==> src/rtl/aes_byte_io.sv <==
// Byte-serial loader/unloader around a fixed-latency AES cipher core.
// The key persists across blocks; each block needs 16 plaintext bytes and returns 16 ciphertext bytes.
module aes_byte_io #(
    parameter int CIPHER_LAT = 11
) (
    input  logic         clk,
    input  logic         nrst,
    input  logic [7:0]   in_data,
    input  logic         in_is_key,
    input  logic         in_valid,
    output logic         in_ready,
    output logic [7:0]   out_data,
    output logic         out_valid,
    input  logic         out_ready,
    output logic [127:0] Plain_Text,
    output logic [127:0] Key,
    input  logic [127:0] Cipher_Text,
    output logic         busy
);

    typedef enum logic [1:0] {LOAD, WAIT, UNLOAD} state_t;

    state_t       state, state_nx;
    logic [3:0]   pt_cnt, key_cnt, out_cnt;
    logic         pt_full, key_valid;
    logic         pt_full_nx, key_valid_nx;
    logic [7:0]   wait_cnt;
    logic [127:0] shift;
    logic         in_acc, pt_acc, key_acc, out_acc;

    // Key bytes stay acceptable once plaintext is full so a late key cannot deadlock.
    assign in_ready  = (state == LOAD) && (!pt_full || in_is_key);
    assign in_acc    = in_valid && in_ready;
    assign pt_acc    = in_acc && !in_is_key;
    assign key_acc   = in_acc && in_is_key;
    assign out_valid = (state == UNLOAD);
    assign out_acc   = out_valid && out_ready;
    assign out_data  = shift[127:120];
    assign busy      = (state != LOAD);

    // Flags as they will stand after this edge's accept; launch decision uses these.
    always_comb begin
        pt_full_nx   = pt_full || (pt_acc && (pt_cnt == 4'd15));
        key_valid_nx = key_valid;
        if (key_acc) begin
            if (key_cnt == 4'd15) begin
                key_valid_nx = 1'b1;
            end else if (key_cnt == 4'd0) begin
                key_valid_nx = 1'b0;
            end
        end
    end

    always_comb begin
        state_nx = state;
        case (state)
            LOAD:    if (pt_full_nx && key_valid_nx) state_nx = WAIT;
            WAIT:    if (wait_cnt == 8'd0) state_nx = UNLOAD;
            UNLOAD:  if (out_acc && (out_cnt == 4'd15)) state_nx = LOAD;
            default: state_nx = LOAD;
        endcase
    end

    always_ff @(posedge clk or negedge nrst) begin
        if (!nrst) begin
            state <= LOAD;
        end else begin
            state <= state_nx;
        end
    end

    always_ff @(posedge clk or negedge nrst) begin
        if (!nrst) begin
            Plain_Text <= '0;
            Key        <= '0;
            shift      <= '0;
            pt_cnt     <= '0;
            key_cnt    <= '0;
            out_cnt    <= '0;
            wait_cnt   <= '0;
            pt_full    <= 1'b0;
            key_valid  <= 1'b0;
        end else begin
            case (state)
                LOAD: begin
                    // Byte n of a group lands in bits [127-8n -: 8]; {~cnt,3'b0} is that lsb.
                    if (pt_acc) begin
                        Plain_Text[{~pt_cnt, 3'b000} +: 8] <= in_data;
                        pt_cnt <= pt_cnt + 4'd1;
                    end
                    if (key_acc) begin
                        Key[{~key_cnt, 3'b000} +: 8] <= in_data;
                        key_cnt <= key_cnt + 4'd1;
                    end
                    pt_full   <= pt_full_nx;
                    key_valid <= key_valid_nx;
                    wait_cnt  <= 8'(CIPHER_LAT - 1);
                end
                WAIT: begin
                    wait_cnt <= wait_cnt - 8'd1;
                    if (wait_cnt == 8'd0) begin
                        shift   <= Cipher_Text;
                        out_cnt <= 4'd0;
                    end
                end
                UNLOAD: begin
                    if (out_acc) begin
                        shift   <= {shift[119:0], 8'h00};
                        out_cnt <= out_cnt + 4'd1;
                        if (out_cnt == 4'd15) begin
                            pt_cnt  <= 4'd0;
                            pt_full <= 1'b0;
                        end
                    end
                end
                default: ;
            endcase
        end
    end

endmodule

==> config.mk <==
export PLATFORM = sky130hd
export DESIGN_NAME = aes_byte_io
export DESIGN_NICKNAME = d
export VERILOG_FILES = /design/src/rtl/aes_byte_io.sv
export SDC_FILE = /design/constraint.sdc
export NUM_CORES = 1
export LEC_CHECK = 0
export ABC_AREA = 1
export CORE_MARGIN = 2
export CORE_UTILIZATION = 45
export DETAILED_ROUTE_END_ITERATION = 6
export PLACE_DENSITY = 0.74
export SYNTH_ARGS = -nofsm -noshare
export SYNTH_HDL_FRONTEND = slang
export SYNTH_SLANG_ARGS = --single-unit
==> constraint.sdc <==
create_clock -name clk -period 2.7 [get_ports clk]
set_input_delay 0.405 -clock clk [delete_from_list [all_inputs] [get_ports clk]]
set_output_delay 0.405 -clock clk [all_outputs]
set_load 0.01 [all_outputs]
== Word-level counts from Yosys, hierarchy flattened ==
Cells that the tools add are included.

* Word-level logic and storage cells: 81
* Bits of input ports: 141
* Output and inout bits: 267
* Flip-flop bits (word level): 408

* Shifts and indexed selects: 4
* Bitwise gates (word level): 2
* Multiplexer cells: 23
* Eq/ne operators: 11
* Reductions and logical operators: 25
* Add/sub/neg operators: 6

{| class="wikitable"
|+ Operators with widths
! operator !! number
|-
| 128-bit bitwise mux || 2
|-
| 128-bit two-way mux || 2
|-
| 128-bit case mux with 2 select lines || 1
|-
| 8-bit by 9-bit variable shift with 128-bit output, first input constant || 2
|-
| 8-bit by 9-bit indexed part select with 128-bit output || 2
|-
| 4-bit two-way mux || 5
|-
| 7-bit negator with 9-bit output || 2
|-
| 4-bit case mux with 2 select lines || 2
|-
| 8-bit case mux with 2 select lines || 1
|-
| 4-bit by 1-bit adder with 4-bit output, second input constant || 3
|-
| 4-bit == test, second input constant || 3
|-
| 3-bit AND reduction || 3
|-
| 1-bit logical AND || 8
|-
| 8-bit zero test || 1
|-
| 2-bit by 1-bit inequality test with 1-bit output, second input constant || 4
|-
| 4-bit NOT || 2
|-
| 2-bit nonzero test || 4
|-
| 8-bit by 1-bit subtractor with 8-bit output, second input constant || 1
|-
| 2-bit two-way mux || 3
|-
| 2-bit case mux with 3 select lines || 1
|-
| 1-bit two-way mux || 5
|-
| 4-bit zero test || 1
|-
| 2-bit inequality test, second input constant || 2
|-
| 2-bit AND reduction || 2
|-
| other kinds (7) || 9
|}

== Longest topological paths before layout ==
* Word-level depth: 10
* Depth in mapped cells: 11

== Worst setup path after synthesis ==
No wires, ideal clock.

* Kind: register to register
* Start: register pt_cnt[0]
* End: register Plain_Text[71]
* Arrival time: 2,202 ps
* Cell stages (with the launch flop): 11
* Data required time: 2,573 ps
* Library setup time: 127 ps
* Clock period less this slack: 2,329 ps
* Path slack: 371 ps
* Cell sequence: dfrtp_1 buf_2 buf_1 inv_1 ha_1 clkbuf_1 nor2_2 nand4_2 buf_2 nand2_1 o21ai_1

* Cells in the longest elaborated chain, start to end: 4
* Elaborated cells on any way between the ends: 5
* Those cells by class: 1 x add/sub; 2 x shift; 1 x mux; 1 x bitwise

{| class="wikitable"
|+ RTL lines
! element !! line !! text
|-
| start: declaration || 24 || <nowiki>logic [3:0] pt_cnt, key_cnt, out_cnt;</nowiki>
|-
| start signal: assignment || 89 || <nowiki>pt_cnt <= pt_cnt + 4'd1;</nowiki>
|-
| 4-bit NOT * || 88 || <nowiki>Plain_Text[{~pt_cnt, 3'b000} +: 8] <= in_data;</nowiki>
|-
| 7-bit negator with 9-bit output * || 88 ||
|-
| 8-bit by 9-bit indexed part select with 128-bit output / 8-bit by 9-bit variable shift with 128-bit output (equally long branches) || 88 ||
|-
| 128-bit bitwise mux * || 88 ||
|-
| end signal: indexed assignment || 88 ||
|-
| end: declaration || 15 || <nowiki>output logic [127:0] Plain_Text,</nowiki>
|}

Every way passes the cells marked *; elsewhere a longest branch is shown, timed or not.
A chain may end at the register's enable or synchronous reset.

== Worst setup path after layout ==
* Start: register state[0]
* End: output in_ready

* Cells in the longest elaborated chain, start to end: 2

{| class="wikitable"
|+ RTL lines
! element !! line !! text
|-
| start: declaration || 23 || <nowiki>state_t state, state_nx;</nowiki>
|-
| start signal: assignment || 68 || <nowiki>state <= state_nx;</nowiki>
|-
| 2-bit zero test || 32 || <nowiki>assign in_ready = (state == LOAD) && (!pt_full || in_is_key);</nowiki>
|-
| 1-bit logical AND || 32 ||
|-
| end: declaration || 11 || <nowiki>output logic in_ready,</nowiki>
|}

No other way between the ends.

==> results.sh <==
export IMPL_ys_types=33
export IMPL_synth_seq_cells=408
export IMPL_clock_sinks=408
export IMPL_initial_utilization_pct=45.3
export IMPL_intPower_uw=16800
export IMPL_fin_crit_sh_pct=97.5
export IMPL_path_cells="nor2_4, inv_1, a21oi_1, clkdlybuf4s50_1"
export IMPL_clock_power_share_pct=24.4
export IMPL_required_ns=2.30
export IMPL_crit_type="reg -> out"
export IMPL_switchingPower_uw=9240
export IMPL_peakVddDrop_uv=915
export IMPL_fmax_ghz=0.380
export IMPL_setup_viol=0
export IMPL_finalCriticalPeriod_ns=2.63
export IMPL_ys_warn_count=0
export IMPL_max_stage_delay_ns=0.64
export IMPL_slowest_stage="clkdlybuf4s50_1"
export IMPL_cp_top_family="buffers and inverters"
export IMPL_syn_inst=1741
export IMPL_synth_avg_cell_area_um2=9.74
export IMPL_die_h_um=198
export IMPL_drcViolationCount=0
export IMPL_vias_per_cell=5.19
export IMPL_grtUsageTotal_pct=26.3
export IMPL_syn_num_nets=1892
export IMPL_fin_util_pct=61.9
export IMPL_r2r_end="Plain_Text[63]"
export IMPL_multiInputGateArea_um2=6050
export IMPL_grt_ovfl_total=0
export IMPL_cts_clk_slew_worst_paths_ns=0.06
export IMPL_cts_tree="built"
export IMPL_portBuffers=407
export IMPL_relSlewSlack_pct=44.9
export IMPL_finalHoldViolCount=0
export IMPL_area_growth_pct=36.5
export IMPL_seq_power_share_pct=38.5
export IMPL_holdCritPathClass="in -> async"
export IMPL_grt_pass1_wl_um=79900
export IMPL_cts_buffers=44
export IMPL_core_area_um2=37400
export IMPL_reg2reg_from="pt_cnt[0]"
export IMPL_grt_max_degree=83
export IMPL_reg2regPathDepth=7
export IMPL_setup_slack_ns=0.0679
export IMPL_num_fill_cells=3044
export IMPL_critPathLaunch="state[0]"
export IMPL_finalSetupTns_ns=0
export IMPL_power_per_cell_area_nw_per_um2=1130
export IMPL_drt_iter0_markers=982
export IMPL_rows=71
export IMPL_num_vias=13882
export IMPL_drive_gt1_share_pct=6.10
export IMPL_nets=2285
export IMPL_place_inst=2597
export IMPL_slew_violations=0
export IMPL_cp_end_kind="output pin"
export IMPL_cts_resized_gates=0
export IMPL_dieWidth_um=198
export IMPL_clock_root_buffer="clkbuf_16"
export IMPL_status="complete, no violations"
export IMPL_drtPass1Iterations=7
export IMPL_dpl_cell_area_um2=21600
export IMPL_power_leakage_uw=0.0100
export IMPL_p_sw_share_pct=35.5
export IMPL_layoutNonFillerInstCount=2677
export IMPL_antenna_left=0
export IMPL_worst_pin_slew_ns=0.825
export IMPL_dpl_worst_slack_ns=0.199
export IMPL_syn_area_um2=17000
export IMPL_antenna_found_initial=4
export IMPL_io_pins=408
export IMPL_rrSetupSlack_ns=0.24
export IMPL_wl_per_cell_um=19.2
export IMPL_grt_pass1_vias=14196
export IMPL_crit_buf_inv=2
export IMPL_crit_fanout=8
export IMPL_die_area_um2=39200
export IMPL_clockBufferDepth=3
export IMPL_fin_area_um2=23100
export IMPL_seq_area_frac_synth_pct=60.2
export IMPL_cp_arrival_ns=2.23
export IMPL_cts_htree_levels=2
export IMPL_maxCapViolations=0
export IMPL_dp_hpwl_um=36500
export IMPL_seq_area_um2=10200
export IMPL_routed_wl_um=51300
export IMPL_clk_latency_ns=0.58
export IMPL_finClkSkew_ns=0.0179
export IMPL_startpoint_type="flip-flop"
export IMPL_place_congestion=0.878
export IMPL_pwr_share_comb_pct=37.2
## metal layers
layer / part of all wire [%] / track usage, % / vias up
met4: 3.7 / 9.41 / 4
met1: 42 / 33.9 / 6707
li1: - / - / 6565
met3: 8.9 / 8.87 / 110
met2: 46 / 41.5 / 496
met5: 0.062 / 0 / -
## final cells by class
| class | count | area share [%] |
|---|---|---|
| clock buffers | 63 | 5.46 |
| inverters | 65 | 1.05 |
| multi-input cells | 1171 | 26.2 |
| diodes | 1 | 0.0108 |
| flip-flops and latches | 408 | 44.1 |
| repair buffers | 444 | 19.3 |
| clock inverters | 14 | 1.11 |
| well taps | 511 | 2.76 |
## cell usage after synthesis (all sizes together)
library cell | number | share of area, %
nand3 | 43 | 1.6
nand4 | 11 | 0.62
xnor2 | 1 | 0.16
a31oi | 1 | 0.037
nor2 | 51 | 1.5
dfrtp | 408 | 60
a21oi | 10 | 0.30
xor2 | 2 | 0.10
o22ai | 2 | 0.074
nor3 | 23 | 0.71
clkbuf | 36 | 0.80
nand3b | 1 | 0.044
or2 | 1 | 0.037
o21bai | 2 | 0.089
ha | 10 | 0.74
nand2 | 512 | 11
inv | 61 | 1.4
o21ai | 381 | 11
buf | 61 | 1.9
mux2i | 120 | 7.1
clkinv | 4 | 0.089
## worst max-delay path by stage
stage	to	cells after the start
2_1_floorplan	Plain_Text[71]	10
4_1_cts	in_ready	4
5_1_grt	in_ready	4
3_3_place_gp	Key[92]	8
6_report	in_ready	4
3_5_place_dp	Key[74]	8
## stage by stage
step                total power (uW)  hold slack [ns]
global placement               19400            0.402
floorplan                      14600            0.109
finish                         26000            0.375
global route                   27700            0.394
detailed placement             19700            0.408
CTS                            26200            0.362
## flip-flops by register name, indices dropped and copies added (netlist names), 2 cells and up
signal / count
Key: 128
key_cnt: 4
out_cnt: 4
pt_cnt: 4
wait_cnt: 8
state: 2
shift: 128
Plain_Text: 128
## cell families (layout without fill, tap and decap cells)
group	Yosys count	in the layout	share of synthesized area, %
buf+inv	162	586	4.18
flops	408	408	60.2
compound gates	396	396	11.7
simple gates	642	642	15.8
fa+ha+maj	10	10	0.738
other cells	0	1	0
mux	120	120	7.08
xor+xnor	3	3	0.266
## worst register-to-register path, delay by kind of cell (launching register included)
kind            cells  cell delay (ns)
compound gates      1             0.29
flops               1             0.44
simple gates        3             0.73
xor+xnor            1             0.49
fa+ha+maj           1             0.32
buf+inv             1             0.07
## power groups by stage
stage	logic, uW	clock network, uW	registers (uW)
3_3_place_gp	9440	0	9960
2_1_floorplan	4240	0	10300
6_report	9680	6350	10000
5_1_grt	10700	6720	10300
3_5_place_dp	9640	0	10000
4_1_cts	9710	6460	10000
## cells in the final DEF (no fill, tap or decap), drive strengths merged, types with 23 or more instances in the layout
master / n
buf: 37
clkbuf: 63
clkdlybuf4s50: 406
dfrtp: 408
inv: 63
mux2i: 120
nand2: 512
nand3: 43
nor2: 51
nor3: 23
o21ai: 381
## timing repair
| item | 4_1_cts | 5_1_grt |
|---|---|---|
| buffers inserted | 0 | 1 |
| endpoints found under the hold margin | 52 | 0 |
| endpoints found under the setup margin | 0 | 1 |
| hold buffers | 1 | 0 |
Note: power is estimated with default switching activity, not from simulation.
